--- config.mk ---
export PLATFORM = sky130hd
export DESIGN_NAME = ram_arb
export DESIGN_NICKNAME = d
export VERILOG_FILES = /design/src/rtl/ram_arb.sv
export SDC_FILE = /design/constraint.sdc
export NUM_CORES = 1
export LEC_CHECK = 0
export ABC_AREA = 1
export BUFFER_PORTS_ARGS = -buffer_cell sky130_fd_sc_hd__buf_2
export CAP_MARGIN = 40
export CORE_ASPECT_RATIO = 0.8
export CORE_UTILIZATION = 46
export DETAILED_ROUTE_END_ITERATION = 12
export PLACE_DENSITY_LB_ADDON = 0.12
export SLEW_MARGIN = 20
export SYNTH_ARGS = -nofsm -noshare
export SYNTH_HDL_FRONTEND = slang
export SYNTH_SLANG_ARGS = --single-unit
--- constraint.sdc ---
create_clock -name clk -period 2.9 [get_ports clk]
set_input_delay 0.29 -clock clk [delete_from_list [all_inputs] [get_ports clk]]
set_output_delay 0.29 -clock clk [all_outputs]
set_load 0.02 [all_outputs]
--- src/rtl/ram_arb.sv ---
// Round-robin arbiter giving write-back bursts, single reads and single load writes access to one single-port RAM.
// A grant begins one cycle after it is decided. Back-to-back grants leave no idle cycle, and a WB burst cannot be preempted.
module ram_arb #(
  parameter int ADDR_W   = 8,
  parameter int DATA_W   = 32,
  parameter int WB_BURST = 4
) (
  input  logic              clk,
  input  logic              rst,
  input  logic              wb_req_i,
  input  logic [ADDR_W-1:0] wb_addr_i,
  input  logic [DATA_W-1:0] wb_data_i,
  output logic              wb_gnt_o,
  input  logic              rd_req_i,
  input  logic [ADDR_W-1:0] rd_addr_i,
  output logic              rd_gnt_o,
  output logic              rd_valid_o,
  output logic [DATA_W-1:0] rd_data_o,
  input  logic              ld_req_i,
  input  logic [ADDR_W-1:0] ld_addr_i,
  input  logic [DATA_W-1:0] ld_data_i,
  output logic              ld_gnt_o,
  output logic              ram_cs_o,
  output logic              ram_we_o,
  output logic [ADDR_W-1:0] ram_addr_o,
  output logic [DATA_W-1:0] ram_wdata_o,
  input  logic [DATA_W-1:0] ram_rdata_i,
  output logic              busy_o
);

  localparam logic [1:0] IDLE = 2'd0;
  localparam logic [1:0] WB   = 2'd1;
  localparam logic [1:0] RD   = 2'd2;
  localparam logic [1:0] LD   = 2'd3;

  localparam logic [3:0] LAST_BEAT = 4'(WB_BURST - 1);

  logic [1:0]        state_q, state_d;
  logic [1:0]        last_q, last_d;
  logic [3:0]        beat_q, beat_d;
  logic [ADDR_W-1:0] addr_q, addr_d;
  logic [DATA_W-1:0] ldat_q, ldat_d;
  logic              rd_valid_q;

  logic       wb_m, rd_m, ld_m;
  logic       final_beat, decide;
  logic [1:0] win;

  always_comb begin
    // A requester finishing its grant this cycle does not take part in this decision.
    wb_m = wb_req_i && (state_q != WB);
    rd_m = rd_req_i && (state_q != RD);
    ld_m = ld_req_i && (state_q != LD);

    final_beat = (state_q == RD) || (state_q == LD) ||
                 ((state_q == WB) && (beat_q == LAST_BEAT));
    decide = (state_q == IDLE) || final_beat;

    win = IDLE;
    case (last_q)
      WB: begin
        if (rd_m)      win = RD;
        else if (ld_m) win = LD;
        else if (wb_m) win = WB;
      end
      RD: begin
        if (ld_m)      win = LD;
        else if (wb_m) win = WB;
        else if (rd_m) win = RD;
      end
      default: begin
        if (wb_m)      win = WB;
        else if (rd_m) win = RD;
        else if (ld_m) win = LD;
      end
    endcase

    state_d = state_q;
    last_d  = last_q;
    beat_d  = beat_q;
    addr_d  = addr_q;
    ldat_d  = ldat_q;

    if (state_q == WB) beat_d = beat_q + 4'd1;

    if (decide) begin
      state_d = win;
      beat_d  = '0;
      if (win != IDLE) last_d = win;
      case (win)
        WB:      addr_d = wb_addr_i;
        RD:      addr_d = rd_addr_i;
        LD: begin
          addr_d = ld_addr_i;
          ldat_d = ld_data_i;
        end
        default: addr_d = addr_q;
      endcase
    end
  end

  always_ff @(posedge clk or negedge rst) begin
    if (!rst) begin
      state_q    <= IDLE;
      last_q     <= LD;
      beat_q     <= '0;
      addr_q     <= '0;
      ldat_q     <= '0;
      rd_valid_q <= 1'b0;
    end else begin
      state_q    <= state_d;
      last_q     <= last_d;
      beat_q     <= beat_d;
      addr_q     <= addr_d;
      ldat_q     <= ldat_d;
      rd_valid_q <= (state_q == RD);
    end
  end

  assign wb_gnt_o   = (state_q == WB);
  assign rd_gnt_o   = (state_q == RD);
  assign ld_gnt_o   = (state_q == LD);
  assign busy_o     = (state_q != IDLE);
  assign rd_valid_o = rd_valid_q;
  assign rd_data_o  = rd_valid_q ? ram_rdata_i : '0;

  always_comb begin
    ram_cs_o    = 1'b0;
    ram_we_o    = 1'b0;
    ram_addr_o  = '0;
    ram_wdata_o = '0;
    case (state_q)
      WB: begin
        ram_cs_o    = 1'b1;
        ram_we_o    = 1'b1;
        ram_addr_o  = addr_q + ADDR_W'(beat_q);
        ram_wdata_o = wb_data_i;
      end
      RD: begin
        ram_cs_o    = 1'b1;
        ram_addr_o  = addr_q;
      end
      LD: begin
        ram_cs_o    = 1'b1;
        ram_we_o    = 1'b1;
        ram_addr_o  = addr_q;
        ram_wdata_o = ldat_q;
      end
      default: ram_cs_o = 1'b0;
    endcase
  end

endmodule

==> results of run 1 <==
==> cells in the final DEF (no fill, tap or decap), types with 2 or more instances in the layout <==
cell                       count
sky130_fd_sc_hd__buf_2       203
sky130_fd_sc_hd__nand2_1     155
sky130_fd_sc_hd__inv_1        80
sky130_fd_sc_hd__o21ai_0      61
sky130_fd_sc_hd__dfrtp_1      47
sky130_fd_sc_hd__nand3_1      32
sky130_fd_sc_hd__nor2_1       10
sky130_fd_sc_hd__ha_1          7
sky130_fd_sc_hd__o21ai_1       6
sky130_fd_sc_hd__a21oi_1       5
sky130_fd_sc_hd__clkbuf_8      5
sky130_fd_sc_hd__inv_2         4
sky130_fd_sc_hd__buf_4         4
sky130_fd_sc_hd__nand2_2       3
sky130_fd_sc_hd__xor2_1        3
sky130_fd_sc_hd__or2_2         2
sky130_fd_sc_hd__nand3_2       2
sky130_fd_sc_hd__clkbuf_1      2
sky130_fd_sc_hd__dfstp_2       2
==> critical path, delay by kind of cell (launching register included) <==
| kind | cells | cell delay, ns |
|---|---|---|
| flops | 1 | 0.56 |
| buf+inv | 4 | 1.03 |
| compound gates | 1 | 0.11 |
| simple gates | 2 | 0.20 |
==> flip-flops by register name, indices dropped and copies added (netlist names) <==
signal,cells
state_q,2
addr_q,8
rd_valid_o,1
ldat_q,32
last_q,2
beat_q,4
==> layout make-up <==
class / instances / area (µm²)
clock inverter: 1 / 5.005
timing repair buffer: 210 / 1091
fill: 593 / 2181
tap: 84 / 105.1
inverter: 85 / 321.6
sequential: 49 / 1229
clock buffer: 7 / 76.32
multi-input combinational: 299 / 1433
==> worst min-delay path by stage <==
stage | startpoint | to | slack [ns] | depth (start not counted)
floorplan | rst | addr_q[0] | -0.006 | 0
global placement | rst | ldat_q[24] | 0.30 | 1
detailed placement | rst | ldat_q[24] | 0.31 | 1
CTS | ld_data_i[17] | ldat_q[17] | 0.18 | 3
global route | ld_data_i[4] | ldat_q[4] | 0.17 | 3
finish | ld_data_i[17] | ldat_q[17] | 0.18 | 3
==> power by group <==
group          total, mW  internal, mW  switching [mW]  leakage (nW)
Combinational       2.88         0.931            1.95          2.05
Clock              0.392         0.170           0.222        0.0422
Sequential          1.19          1.03           0.168         0.602
==> metal layers <==
layer	GRT usage, %	vias to the layer above	part of all wire, %
li1	-	1779	-
met1	27.53	1538	41
met2	45.42	123	51
met3	5.988	8	7.2
met4	4.615	0	0.72
met5	0	-	0
==> logic make-up after synthesis <==
| kind of cell | Yosys count |
|---|---|
| xor gates and xnor gates | 3 |
| AOI/OAI and AO/OA | 81 |
| adders and majority gates | 8 |
| DFF | 49 |
| and+or+nand+nor | 207 |
| buffers and inverters | 106 |
==> what timing repair did <==
action | CTS | global route
resized for setup | 0 | 0
endpoints found under the hold margin | 22 | 0
setup buffers | 0 | 0
hold buffers | 1 | 0
==> impl_summary.txt, run 1 <==
----------------------------------------------------
[Status]
  Result of the run ... finished, final reports clean

[Timing]
  Slew margin rel. ... 55.93%
  Skew final ... 0.004240 ns
  Final Critical Period ... 2.510 ns
  Max Slew Vio Count ... 0
  Setup repair after global routing missed its margin ... no
  Worst hold-check slack ... 0.1847 ns
  Final worst setup slack ... 0.3896 ns
  Summed negative setup slack over all endpoints ... 0 ns
  Count of final setup violators ... 0
  Pin slew with the least headroom to its limit ... 0.6611 ns
  Top achievable clock speed ... 398.3 MHz
  Post-route clock period utilization ... 86.56%
  Final count of hold timing violations ... 0

[Logic synthesis]
  Async set-or-reset flop fraction in the synthesized netlist ... 100.0%
  Library cells used by synthesis ... 34
  Most frequent cell after synthesis ... sky130_fd_sc_hd__nand2_1
  Parity-gate share of the synthesized area counting xor and xnor cells ... 0.8485%
  Number of enable-type register cells in the synthesized netlist ... 0
  Post-synthesis sequential area ratio ... 39.68%
  Cell type contributing the most total cell area after synthesis ... sky130_fd_sc_hd__dfrtp_1
  Compound-Gate Fraction of Synth Area ... 14.18%
  Leading cell types by count after synthesis ... sky130_fd_sc_hd__nand2_1, sky130_fd_sc_hd__inv_1, sky130_fd_sc_hd__o21ai_0
  Main flop type after synthesis ... sky130_fd_sc_hd__dfrtp_1
  Synth Cell Area ... 3097 µm²
  Post-Syn Nets ... 587
  Post-synthesis adder-cell area fraction ... 3.475%
  Multiplexer share of the synthesized area ... 0%
  Combinational family with the most area after synthesis ... simple AND/OR/NAND/NOR gates
  Synth Instances ... 454
  Area share of the largest cell type after synthesis ... 37.98%
  Simple logic cell fraction of the synthesized area ... 27.76%
  Area contributors post-synth ... sky130_fd_sc_hd__dfrtp_1, sky130_fd_sc_hd__nand2_1, sky130_fd_sc_hd__o21ai_0
  Count of warnings emitted by yosys ... 0
  Post-synthesis sequential element count ... 49
  Synthesized area per cell ... 6.821 µm²

[Critical path]
  Critical-path top delay cell ... sky130_fd_sc_hd__dfrtp_1
  Stage delay of the slowest cell on the critical path ... 0.56 ns
  CP startpoint kind ... flop
  R2r endpoint ... addr_q[2]
  Arr. time, crit path ... 2.22 ns
  Setup crit end kind ... output pin
  CP startpoint ... state_q[1]
  Most numerous cell on the critical path ... sky130_fd_sc_hd__inv_2
  Reg2Reg Setup Slack ... 0.68 ns
  Worst setup path class ... reg -> out
  Critical-path cell list ... inv_2, nand2_2, inv_2, buf_4, nand2_1, o21ai_0, buf_2
  Logic depth of the worst register-to-register path ... 11
  Reg-to-reg critical path startpoint ... state_q[1]
  Critical-path maximum fanout ... 21
  End point of the critical path ... ram_wdata_o[22]
  Worst endpoint required time ... 2.61 ns

[Finish]
  Syn-to-layout area delta ... 37.58%
  Final net count ... 783
  Number of standard cells in the layout, taps in and fillers out ... 735
  Number of diodes added for antenna fixing ... 0
  Final standard cell area without fillers ... 4260 µm²
  Final standard cell utilization of the core ... 66.14%
  Fraction of layout cells with a size suffix above 1 ... 35.94%

[Detailed routing]
  Post-DR vias/cell ... 4.691
  DRC Markers ... 0
  Detail Route Antenna Nets ... 0
  Drt total wl ... 8478 µm
  Count of vias placed by the detailed router ... 3448
  Routed length per placed instance ... 11.53 µm
  Iter 0 DRT Violations ... 136
  Drt pass-1 iters ... 4

[Clock tree]
  Num Clock Sinks ... 49
  H-Tree Depth ... 2
  Clock slew at reported path FFs ... 0.09 ns
  Root Buffer Master ... sky130_fd_sc_hd__clkbuf_8
  Insertion delay of the later-clocked pin in the worst-skew pair ... 0.30 ns
  Max Buffers Root-to-Sink ... 2
  CTS tree ... yes
  CTS Buf Count ... 5

[Floorplan]
  Initial Utilization ... 48.08%
  Die boundary width ... 93.74 µm
  DIE HEIGHT ... 75.39 µm
  Core Region ... 6441 µm²
  Number of rows created at floorplan ... 26
  Top Ports ... 204
  Area of the die ... 7066 µm²

[GRT]
  Initial antenna violation count ... 0
  Total routing resource utilization after global routing ... 23.81%
  Global-route congestion overflow total ... 0
  Maximum number of pins on one net before global-route repair ... 65
  Wire length of the first global-routing pass ... 13100 µm
  Via count of the first global-routing pass ... 2993

[Job]
  Max capacitance violation total ... 0

[Place]
  Port-buffer cells ... 203
  Instance area at placement ... 4154 µm²
  Worst slack at placement ... 0.7140 ns
  Number of placed instances with taps included ... 725
  GPL Wtd Cong ... 0.8710
  HPWL Detailed ... 6592 µm

[Power and ir drop]
  Total power divided by cell area ... 1048 nW/µm²
  Power, Total ... 4.467 mW
  Static leakage ... 2.690 nW
  Peak supply drop ... 638.2 µV

[Worst hold path]
  Hold crit path type ... in -> reg

----------------------------------------------------
Note: power is estimated with default switching activity, not from simulation.
==> run 2: changes to the inputs <==
--- a/config.mk
+++ b/config.mk
@@ -5,11 +5,10 @@
 export SDC_FILE = /design/constraint.sdc
 export NUM_CORES = 1
 export LEC_CHECK = 0
-export ABC_AREA = 1
 export BUFFER_PORTS_ARGS = -buffer_cell sky130_fd_sc_hd__buf_2
 export CAP_MARGIN = 40
 export CORE_ASPECT_RATIO = 0.8
-export CORE_UTILIZATION = 46
+export CORE_UTILIZATION = 47
 export DETAILED_ROUTE_END_ITERATION = 12
 export PLACE_DENSITY_LB_ADDON = 0.12
 export SLEW_MARGIN = 20
==> run 2 against run 1 <==
Effect of this change:
- first-iteration DRC count decreased by 10%
- utilization increased by 1.2 points
- critical endpoint is now ldat_q[3]
- largest cell class unchanged
- non-clock buffer count is 1 lower
- highest routed layer unchanged
- largest power group unchanged
- wire length grew 2.2%
==> impl_summary.txt, run 2 <==
----------------------------------------------------
[Logic synthesis]
  Most frequent cell after synthesis ... sky130_fd_sc_hd__dfrtp_1
  Post-Syn Nets ... 452 (-23%)
  Library cells used by synthesis ... 53 (+56%)
  Post-synthesis sequential area ratio ... 37.78% (-1.9 points)
  Synth Instances ... 319 (-30%)
  Main flop type after synthesis ... sky130_fd_sc_hd__dfrtp_1
  Cell type contributing the most total cell area after synthesis ... sky130_fd_sc_hd__dfrtp_1
  Number of enable-type register cells in the synthesized netlist ... 0 (unchanged)
  Post-synthesis sequential element count ... 49 (unchanged)
  Area share of the largest cell type after synthesis ... 36.17% (-1.8 points)
  Area contributors post-synth ... sky130_fd_sc_hd__dfrtp_1, sky130_fd_sc_hd__mux2i_1, sky130_fd_sc_hd__mux2_1
  Synth Cell Area ... 3252 µm² (+5.0%)
  Count of warnings emitted by yosys ... 0 (unchanged)
  Leading cell types by count after synthesis ... sky130_fd_sc_hd__dfrtp_1, sky130_fd_sc_hd__mux2i_1, sky130_fd_sc_hd__nor2b_1
  Async set-or-reset flop fraction in the synthesized netlist ... 100.0% (unchanged)
  Synthesized area per cell ... 10.19 µm² (+49%)

[Finish]
  Registers with the most flip-flops ... ldat_q x32, addr_q x8, beat_q x4
  Fraction of layout cells with a size suffix above 1 ... 45.44% (+9.5 points)
  Most frequent standard cell in the layout excluding fill and tap cells ... sky130_fd_sc_hd__buf_2
  Filler Cell Count ... 576 (-2.9%)
  Final net count ... 647 (-17%)
  Biggest register ... ldat_q
  Number of diodes added for antenna fixing ... 0 (unchanged)
  Area of the multi-input gates ... 1842 µm² (+29%)
  Area taken by flip-flops and latches ... 1230 µm² (+0.10%)
  Most frequent cells in the layout ... sky130_fd_sc_hd__buf_2, sky130_fd_sc_hd__dfrtp_1, sky130_fd_sc_hd__mux2i_1, sky130_fd_sc_hd__nor2b_1, sky130_fd_sc_hd__and2_1
  Syn-to-layout area delta ... 35.36%
  Final standard cell utilization of the core ... 67.32% (+1.2 points)
  Number of flip-flops in the largest register ... 32 (unchanged)

[Place]
  GPL Wtd Cong ... 0.8558 (-1.7%)
  Worst slack at placement ... 0.2104 ns (-0.5036 ns)
  HPWL Detailed ... 6942 µm (+5.3%)
  Port-buffer cells ... 203 (unchanged)

[Timing]
  Final worst setup slack ... 0.2281 ns (-0.1616 ns)
  Post-route clock period utilization ... 92.14% (+5.6 points)
  Final Critical Period ... 2.672 ns (+0.1616 ns)
  Summed negative setup slack over all endpoints ... 0 ns (unchanged)
  Max Slew Vio Count ... 0 (unchanged)
  Skew final ... 0.004792 ns (+0.0005518 ns)
  Top achievable clock speed ... 374.3 MHz (-6.0%)
  Slew margin rel. ... 49.14% (-6.8 points)
  Setup repair after global routing missed its margin ... no
  Count of final setup violators ... 0 (unchanged)
  Pin slew with the least headroom to its limit ... 0.7602 ns (+0.09907 ns)
  Final count of hold timing violations ... 0 (unchanged)

[Clock tree]
  CTS Hold Buffers Added ... 0 (-1)
  Post-cts resize count ... 0 (unchanged)
  Max Buffers Root-to-Sink ... 2 (unchanged)
  H-Tree Depth ... 2 (unchanged)
  Insertion delay of the later-clocked pin in the worst-skew pair ... 0.30 ns (about the same)
  CTS Buf Count ... 5 (unchanged)
  Post-CTS Repair Setup Buffers ... 0 (unchanged)
  Root Buffer Master ... sky130_fd_sc_hd__clkbuf_8
  Num Clock Sinks ... 49 (unchanged)
  CTS tree ... yes
  Clock slew at reported path FFs ... 0.09 ns (about the same)

[Detailed routing]
  Detail Route Antenna Nets ... 0 (unchanged)
  Routed length per placed instance ... 14.46 µm (+25%)
  Count of vias placed by the detailed router ... 3025 (-12%)
  Drt total wl ... 8663 µm (+2.2%)
  Drt pass-1 iters ... 4 (unchanged)
  Post-DR vias/cell ... 5.050 (+7.7%)
  DRC Markers ... 0 (unchanged)
  Iter 0 DRT Violations ... 122 (-10%)

[Floorplan]
  Initial Utilization ... 49.73% (+1.7 points)
  Number of rows created at floorplan ... 26 (unchanged)
  Area of the die ... 7258 µm² (+2.7%)
  Top Ports ... 204 (unchanged)
  Core Region ... 6539 µm² (+1.5%)
  DIE HEIGHT ... 76.40 µm (+1.3%)
  Die boundary width ... 95.00 µm (+1.3%)

[Status]
  Result of the run ... finished, final reports clean

[Critical path]
  Critical-path cell list ... inv_1, ha_1, or2_2, nor3_2, nor2_4, nand2_2, buf_12, mux2_2
  Stage delay of the slowest cell on the critical path ... 0.54 ns (-0.02 ns)
  Top cell family by delay on the critical path ... simple AND/OR/NAND/NOR gates
  Critical-path maximum fanout ... 23 (+9.5%)
  Number of buffer and inverter stages on the critical path ... 2 (-2)
  Worst setup path class ... reg -> reg
  Worst endpoint required time ... 3.09 ns (+0.48 ns)
  CP startpoint kind ... flop
  Setup crit end kind ... flop
  Arr. time, crit path ... 2.86 ns (+0.64 ns)
  Critical-path top delay cell ... sky130_fd_sc_hd__dfstp_2

[Job]
  Max capacitance violation total ... 0 (unchanged)

[Power and ir drop]
  Peak supply drop ... 592.1 µV (-7.2%)
  Static leakage ... 2.339 nW (-13%)
  Power, Total ... 4.656 mW (+4.2%)
  Total power divided by cell area ... 1058 nW/µm² (+0.88%)

[GRT]
  Maximum number of pins on one net before global-route repair ... 34 (-48%)
  Total routing resource utilization after global routing ... 24.51% (+0.70 points)
  Global-route congestion overflow total ... 0 (unchanged)
  Via count of the first global-routing pass ... 2937 (-1.9%)
  Initial antenna violation count ... 0 (unchanged)
  Wire length of the first global-routing pass ... 13820 µm (+5.5%)

[Worst hold path]
  Hold crit path type ... in -> async

----------------------------------------------------
==> run 2: cell types whose count changed after synthesis, sizes merged, moves of 10 or more <==
cell | previous run | this run
nor2b | 0 | 35
mux2 | 0 | 33
inv | 85 | 18
nor3 | 0 | 10
nand3 | 34 | 3
mux2i | 0 | 38
nand2 | 159 | 10
o21ai | 68 | 7
and2 | 0 | 34
==> run 2: power by group <==
group          total (mW)  switching (mW)  internal [mW]
sequential           1.33           0.288           1.04
combinational        2.93            1.66           1.27
clock               0.394           0.223          0.171
total                4.66            2.17           2.49
==> run 2: metrics by stage <==
step           instance area, µm²  instances  hold WS, ns
2_1_floorplan                3252        319    -0.005591
3_3_place_gp                 4318        591       0.3789
3_5_place_dp                 4318        591       0.3872
4_1_cts                      4402        599      0.04951
5_1_grt                      4402        599      0.07912
6_report                     4402        599      0.03473
==> run 2: cells by family (layout without fill, tap and decap cells) <==
family                   Yosys count  in the layout  share of synthesized area (%)
AO/OA/AOI/OAI                     32             32                          7.503
XOR/XNOR                           4              4                          1.078
adder cells (fa/ha/maj)            8              8                          3.309
buffers and inverters             39            235                          5.579
flip-flops                        49             49                          37.78
multiplexers                      71             71                          23.24
AND/OR/NAND/NOR                  116            116                          21.51
==> run 2: routing by layer <==
metal,GRT usage [%],share of wire (%)
met5,0,0
met3,5.389,7.2
met2,45.32,52
met1,28.35,40
met4,5.455,0.97
==> run 2: worst paths after layout <==
path	startpoint	endpoint	slack (ns)	cells after the start
setup / recovery	last_q[0]	ldat_q[3]	0.23	8
hold / removal	rst	addr_q[1]	0.03	1
setup reg to reg	last_q[0]	ldat_q[3]	0.23	8
hold reg to reg	ldat_q[6]	ldat_q[6]	0.50	1
max in group asynchronous	rst	last_q[0]	2.07	2
min in group clk	ld_data_i[12]	ldat_q[12]	0.20	2
==> run 2: worst register-to-register path, cell delays in order (launching register included) <==
cell,delay [ns]
sky130_fd_sc_hd__dfstp_2,0.54
sky130_fd_sc_hd__inv_1,0.05
sky130_fd_sc_hd__ha_1,0.33
sky130_fd_sc_hd__or2_2,0.30
sky130_fd_sc_hd__nor3_2,0.35
sky130_fd_sc_hd__nor2_4,0.15
sky130_fd_sc_hd__nand2_2,0.26
sky130_fd_sc_hd__buf_12,0.22
sky130_fd_sc_hd__mux2_2,0.36
==> run 2: layout make-up <==
cell class / instances / area share [%]
multi-input combinational: 231 / 41.84
sequential: 49 / 27.94
timing repair buffer: 209 / 24.39
tap: 84 / 2.388
clock buffer: 7 / 1.734
inverter: 18 / 1.535
clock inverter: 1 / 0.1706
